$ cat src/rtl/servo_toggle_ctrl.sv
// Per-channel button front end for the servo top level: sync, debounce, press
// edge, toggle latch and a post-toggle lockout so a servo can finish its move.
module servo_toggle_ctrl #(
  parameter int NCH             = 3,
  parameter int DEBOUNCE_CYCLES = 1000000,
  parameter int LOCKOUT_CYCLES  = 25000000,
  parameter bit BTN_ACTIVE_LOW  = 1'b1
) (
  input  logic           mclk,
  input  logic           rst_n,
  input  logic [NCH-1:0] btn_raw,
  output logic [NCH-1:0] toggle,
  output logic [NCH-1:0] busy,
  output logic [NCH-1:0] press_pulse,
  output logic [NCH-1:0] ignored
);

  localparam int DW = (DEBOUNCE_CYCLES > 1) ? $clog2(DEBOUNCE_CYCLES) : 1;
  localparam int LW = (LOCKOUT_CYCLES > 1) ? $clog2(LOCKOUT_CYCLES) : 1;
  localparam logic [DW-1:0] DEB_LAST  = DW'(DEBOUNCE_CYCLES - 1);
  localparam logic [LW-1:0] LOCK_LAST = LW'(LOCKOUT_CYCLES - 1);

  typedef enum logic {
    ST_IDLE = 1'b0,
    ST_LOCK = 1'b1
  } state_t;

  // Everything downstream of this point works on "pressed = 1".
  logic [NCH-1:0] w_btn_norm;
  assign w_btn_norm = BTN_ACTIVE_LOW ? ~btn_raw : btn_raw;

  logic [NCH-1:0] r_sync1;
  logic [NCH-1:0] r_sync2;
  logic [NCH-1:0] r_stable;
  logic [NCH-1:0] r_stable_d;
  logic [DW-1:0]  r_deb_cnt [NCH];
  logic [NCH-1:0] r_press_pulse;
  logic [NCH-1:0] r_toggle;
  logic [NCH-1:0] r_busy;
  logic [NCH-1:0] r_ignored;
  state_t         r_state [NCH];
  logic [LW-1:0]  r_lock_cnt [NCH];

  always_ff @(posedge mclk or negedge rst_n) begin
    if (!rst_n) begin
      r_sync1 <= '0;
      r_sync2 <= '0;
    end else begin
      r_sync1 <= w_btn_norm;
      r_sync2 <= r_sync1;
    end
  end

  // A new level is accepted only after DEBOUNCE_CYCLES consecutive mismatches.
  always_ff @(posedge mclk or negedge rst_n) begin
    if (!rst_n) begin
      r_stable <= '0;
      for (int i = 0; i < NCH; i++) begin
        r_deb_cnt[i] <= '0;
      end
    end else begin
      for (int i = 0; i < NCH; i++) begin
        if (r_sync2[i] == r_stable[i]) begin
          r_deb_cnt[i] <= '0;
        end else if (r_deb_cnt[i] == DEB_LAST) begin
          r_stable[i]  <= r_sync2[i];
          r_deb_cnt[i] <= '0;
        end else begin
          r_deb_cnt[i] <= r_deb_cnt[i] + 1'b1;
        end
      end
    end
  end

  always_ff @(posedge mclk or negedge rst_n) begin
    if (!rst_n) begin
      r_stable_d    <= '0;
      r_press_pulse <= '0;
    end else begin
      r_stable_d    <= r_stable;
      r_press_pulse <= r_stable & ~r_stable_d;
    end
  end

  // Lock counter holds at its terminal value until the next accepted press.
  always_ff @(posedge mclk or negedge rst_n) begin
    if (!rst_n) begin
      r_toggle  <= '0;
      r_busy    <= '0;
      r_ignored <= '0;
      for (int i = 0; i < NCH; i++) begin
        r_state[i]    <= ST_IDLE;
        r_lock_cnt[i] <= '0;
      end
    end else begin
      for (int i = 0; i < NCH; i++) begin
        r_ignored[i] <= 1'b0;
        case (r_state[i])
          ST_IDLE: begin
            if (r_press_pulse[i]) begin
              r_toggle[i]   <= ~r_toggle[i];
              r_busy[i]     <= 1'b1;
              r_lock_cnt[i] <= '0;
              r_state[i]    <= ST_LOCK;
            end
          end
          ST_LOCK: begin
            if (r_press_pulse[i]) begin
              r_ignored[i] <= 1'b1;
            end
            if (r_lock_cnt[i] == LOCK_LAST) begin
              r_busy[i]  <= 1'b0;
              r_state[i] <= ST_IDLE;
            end else begin
              r_lock_cnt[i] <= r_lock_cnt[i] + 1'b1;
            end
          end
          default: begin
            r_busy[i]  <= 1'b0;
            r_state[i] <= ST_IDLE;
          end
        endcase
      end
    end
  end

  assign toggle      = r_toggle;
  assign busy        = r_busy;
  assign press_pulse = r_press_pulse;
  assign ignored     = r_ignored;

endmodule
$ cat config.mk
export PLATFORM = sky130hd
export DESIGN_NAME = servo_toggle_ctrl
export DESIGN_NICKNAME = d
export VERILOG_FILES = /design/src/rtl/servo_toggle_ctrl.sv
export SDC_FILE = /design/constraint.sdc
export NUM_CORES = 1
export LEC_CHECK = 0
export ABC_AREA = 0
export CORE_ASPECT_RATIO = 0.5
export CORE_MARGIN = 2
export CORE_UTILIZATION = 60
export DETAILED_ROUTE_END_ITERATION = 16
export PLACE_DENSITY = 0.86
export SYNTH_ARGS = -nofsm -noshare
export SYNTH_HDL_FRONTEND = slang
export SYNTH_SLANG_ARGS = --single-unit
export TNS_END_PERCENT = 10
$ cat constraint.sdc
create_clock -name mclk -period 2.4 [get_ports mclk]
set_input_delay 0.48 -clock mclk [delete_from_list [all_inputs] [get_ports mclk]]
set_output_delay 0.48 -clock mclk [all_outputs]
set_load 0.01 [all_outputs]
# == Word-level counts from Yosys, hierarchy flattened ==
# Index checks and enable logic that the tools add are counted.
# totals
regBits,162
in_bits,5
out_inout_bits,12
word_cells,107
# classes
addsub,6
n_eq_ne,18
n_mux,36
bitwise_logic,12
reduce_logical,12
# op_table
cell,count
$mux W25,6
$pmux W25 S2,3
$mux W20,6
$add A25 B1 Y25 const B,3
$eq A25 B25 Y1 const B,3
$add A20 B1 Y20 const B,3
$eq A20 B20 Y1 const B,3
$reduce_and A2 Y1,12
$mux W1,15
$ne A2 B2 Y1 const B,6
$pmux W1 S2,6
$not A1 Y1,9
$ne A2 B1 Y1 const B,3
$not A3 Y3,2
$and A3 B3 Y3,1
$eq A1 B1 Y1,3

# == Logic depth before layout (Yosys ltp) ==
# logic_depth
word_depth,3
mapped_depth,8
depth_no_buf,6

# == Worst setup path after synthesis ==
# No wires, ideal clock.
# synth_timing
kind,flip-flop to flip-flop
from,register r_lock_cnt[34] (netlist bit)
to,register r_lock_cnt[27] (netlist bit)
setup_ps,124
arrival_time_ps,1902
required_time_ps,2276
path_slack_ps,374
path_stages_with_launch,6
path_buffers,0
period_less_slack_ps,2026
cell_sequence,dfrtp_1 > or4_4 > nor4_4 > a31oi_2 > and3b_1 > a211o_1
# synth_via
elab_chain_len,3
# synth_lines
element,line_no,source
from (decl),42,logic [LW-1:0] r_lock_cnt [NCH];
"from (signal, indexed assignment)",115,r_lock_cnt[i] <= r_lock_cnt[i] + 1'b1;
$eq A25 B25 Y1,111,if (r_lock_cnt[i] == LOCK_LAST) begin
$ne A2 B2 Y1 (no source line),-,
$reduce_and A2 Y1 (no source line),-,
# No other way between the ends.
# A chain may end at the register's enable or synchronous reset.

# == Worst setup path in the final report ==
# Same ends and word-level chain as after synthesis.

==> metrics.md <==
| Metric | Value |
|---|---|
| Status | finished, violations left |
| Failing checks | hold timing |
| Clock Path Buffers | 2 |
| Largest net degree at the start of global routing | 50 |
| Max-Cap Viols | 0 |
| First-pass DRT Iterations | 5 |
| Port bufs | 16 |
| Worst-path maximum fanout | 7 |
| Final Wtd Congestion | approximately 0.92 |
| CTS sink cnt | around 160 |
| Post-DP HPWL | 10,870 um |
| Minimum clock period | approximately 2.2 ns |
| Layout fillers | 861 |
| # hold bufs at CTS | 0 |
| Most common cell in the netlist | dfrtp_1 |
| Startpoint Class | register |
| Final #Nets | 860 |
| CP arrival | about 2.5 ns |
| Total gr overflow | 0 |
| Global-route wire length before repair | between 20,000 and 30,000 um |
| Hold WS | -0.0003714 ns |
| Unique masters post-synth | 54 |
| Slowest cell delay on critical path | approximately 0.55 ns |
| Die ar. | around 14,000 um2 |
| Root Driver | clkbuf_16 |
| Mapped Nets | approximately 840 |
| PD cells | 637.2 nW/um2 |
| Io pins | 17 |
| Vias | about 6,400 |
| Slowest-stage cell, CP | or4_4 |
| Post-Layout Cell Count | about 1,000 |
| Share of the synthesized area in the top cell type | between 50% and 60% |
| Routed length per instance | between 15 and 20 um |
| Post-synth top cells | dfrtp_1, nor2_1, nand2_1 |
| Most used DFF post-synth | dfrtp_1 |
| Worst path bufs/invs | 0 |
| Diodes inserted | 0 |
| CP Cell Sequence | or4_4, nor4_4, a31oi_2, and3b_1, a211o_1 |
| DR DRC count | 0 |
| Post-route ant nets | 0 |
| Worst Hold Class | in2async |
| RSZ-0062 raised after global routing | false |
| Proportion of synthesized chip area in sequential cells | around half |
| Placed cells | roughly 1,000 |
| Setup-failing EPs final | 0 |
| Most area-hungry cell type in the Yosys netlist | dfrtp_1 |
| Std-Cell Rows | 29 |
| Worst path required time | between 2 and 3 ns |
| Setup_tns | 0 ns |
| Die H | about 85 um |
| CTS tree | yes |
| Initial Util | approximately 62% |
| Multi-input logic area | between 3000 and 4000 um2 |
| Synth warn | 0 |
| Clock Skews | between 0.007 and 0.008 ns |
| Post-CTS Repair Setup Buffers | 0 |
| Worst-Skew Late Latency | between 0.4 and 0.5 ns |
| Initial antenna violation count | 0 |
| Register area | between 4000 and 5000 um2 |
| Reg clk slew, reported paths | around 0.070 ns |
| Vias/cell | between 6 and 7 |
| Pleak | approximately 0.0038 uW |
| CP top delay family | simple AND/OR/NAND/NOR gates |
| Detailed Route WL | roughly 17,000 um |
| Tot GR Track Use | 25.45% |
| Maximum VDD drop | ~0.44 mV |
| Synthesized area | 7920 um2 |
| Synth area leaders | dfrtp_1, xor2_1, nor2_1, nand3_1, nand2_1 |
| Area of the core | about 13,000 um2 |
| Synthesis-to-layout area growth | 12.99% |
| Post-CTS sizing | 0 |
| Relative slew slack | 46.98% |
| Tcrit/Tclk final | approximately nine tenths |
| Hold Vio Cnt, Final | 1 |
| Die W | around 170 um |
| Avg Cell Area, Syn | 9.588 um2 |
| H-tree levels | 4 |
| Kind of critical path | reg2reg |
| Least-Margin Pin Slew | between 0.7 and 0.8 ns |
| EDFF count, synth | 0 |
| Layout cells sized above 1 | 7.541% |
| Iteration-0 DRC Markers | 532 |
| CTS Buf Count | 17 |
| Worst setup EP type | register |
| Synth Instances | about 830 |
| Final slew viol count | 0 |
| Async set-reset flop share out of synthesis | 100.0% |
| Fmax achieved | 454.7 MHz |
| Vias in the first global route | around 6,200 |
| Seq cells post-synth | about 160 |
| Total power | approximately 5700 uW |
## logic make-up after synthesis
logic type / count (synthesis) / synth area share [%]
and+or+nand+nor: 378 / 24.33
DFF: 162 / 51.18
AOI/OAI and AO/OA: 130 / 10.49
adders and majority gates: 6 / 0.9478
xor gates and xnor gates: 66 / 7.299
muxes: 21 / 2.701
buffers and inverters: 63 / 3.049
## worst reg2reg max path: cells and delay by family, from the launching register on
family	cells	cell delay (ns)
AND/OR/NAND/NOR	3	1.15
flip-flops	1	0.44
AO/OA/AOI/OAI	2	0.51
## layer usage
metal	vias to the layer above	GRT usage, %	wire length, um
met2	242	43.76	8514
met5	-	0	0
met3	40	5.504	974
met4	0	9.875	384
met1	3132	32.10	7581
li1	2997	-	-
## flip-flops by register name, indices dropped and copies added (netlist names)
| register | flops |
|---|---|
| busy | 3 |
| r_sync2 | 3 |
| r_stable_d | 3 |
| press_pulse | 3 |
| r_deb_cnt | 60 |
| ignored | 3 |
| r_stable | 3 |
| r_sync1 | 3 |
| r_lock_cnt | 75 |
| r_state | 3 |
| toggle | 3 |
## cell usage in the layout (no fill, tap or decap), types with 16 or more instances in the layout
| master | synthesis | final |
|---|---|---|
| nand4_1 | 27 | 27 |
| xnor2_1 | 25 | 25 |
| clkbuf_16 | 0 | 17 |
| nand2_1 | 79 | 79 |
| mux2i_1 | 18 | 18 |
| o21ai_0 | 31 | 31 |
| a21oi_1 | 25 | 25 |
| nand3_1 | 68 | 68 |
| inv_1 | 33 | 33 |
| nor2_1 | 94 | 94 |
| nor4_1 | 19 | 19 |
| buf_4 | 0 | 16 |
| xor2_1 | 41 | 41 |
| and3_1 | 20 | 20 |
| dfrtp_1 | 162 | 162 |
## power breakdown
part	internal, uW	total (uW)	switching (uW)
logic	29.4	111	82.0
registers	2750	2760	15.1
clock network	1690	2830	1130
## stage by stage
step	worst slack, ns	area [um2]	util [%]
after floorplan	0.3738	7920	-
after global placement	0.2835	8337	65.27
after detailed placement	0.2555	8337	65.27
after CTS	0.2359	8949	70.06
after global routing	0.1474	8949	70.06
final	0.2005	8949	70.06
## final timing paths
kind | start | endpoint | slack [ns] | depth (start not counted)
max in group asynchronous | rst_n | r_deb_cnt[11]$_DFF_PN0_ | 1.71 | 2
setup / recovery | r_lock_cnt[34]$_DFFE_PN0P_ | r_lock_cnt[27]$_DFFE_PN0P_ | 0.20 | 5
hold / removal | rst_n | toggle[1]$_DFFE_PN0P_ | -0.0004 | 1
hold reg to reg | r_sync1[2]$_DFF_PN0_ | r_sync2[2]$_DFF_PN0_ | 0.35 | 0
min in group mclk | r_sync1[2]$_DFF_PN0_ | r_sync2[2]$_DFF_PN0_ | 0.35 | 0
setup reg to reg | r_lock_cnt[34]$_DFFE_PN0P_ | r_lock_cnt[27]$_DFFE_PN0P_ | 0.20 | 5
## final cells by class
cell class	count	area share, %
Inverter	33	1.384
Clock buffer	20	5.103
Sequential cell	162	45.30
Clock inverter	12	1.734
Timing Repair Buffer	34	3.593
Tap cell	170	2.377
Multi-Input combinational cell	601	40.51
Power figures use the tool's default switching activity.
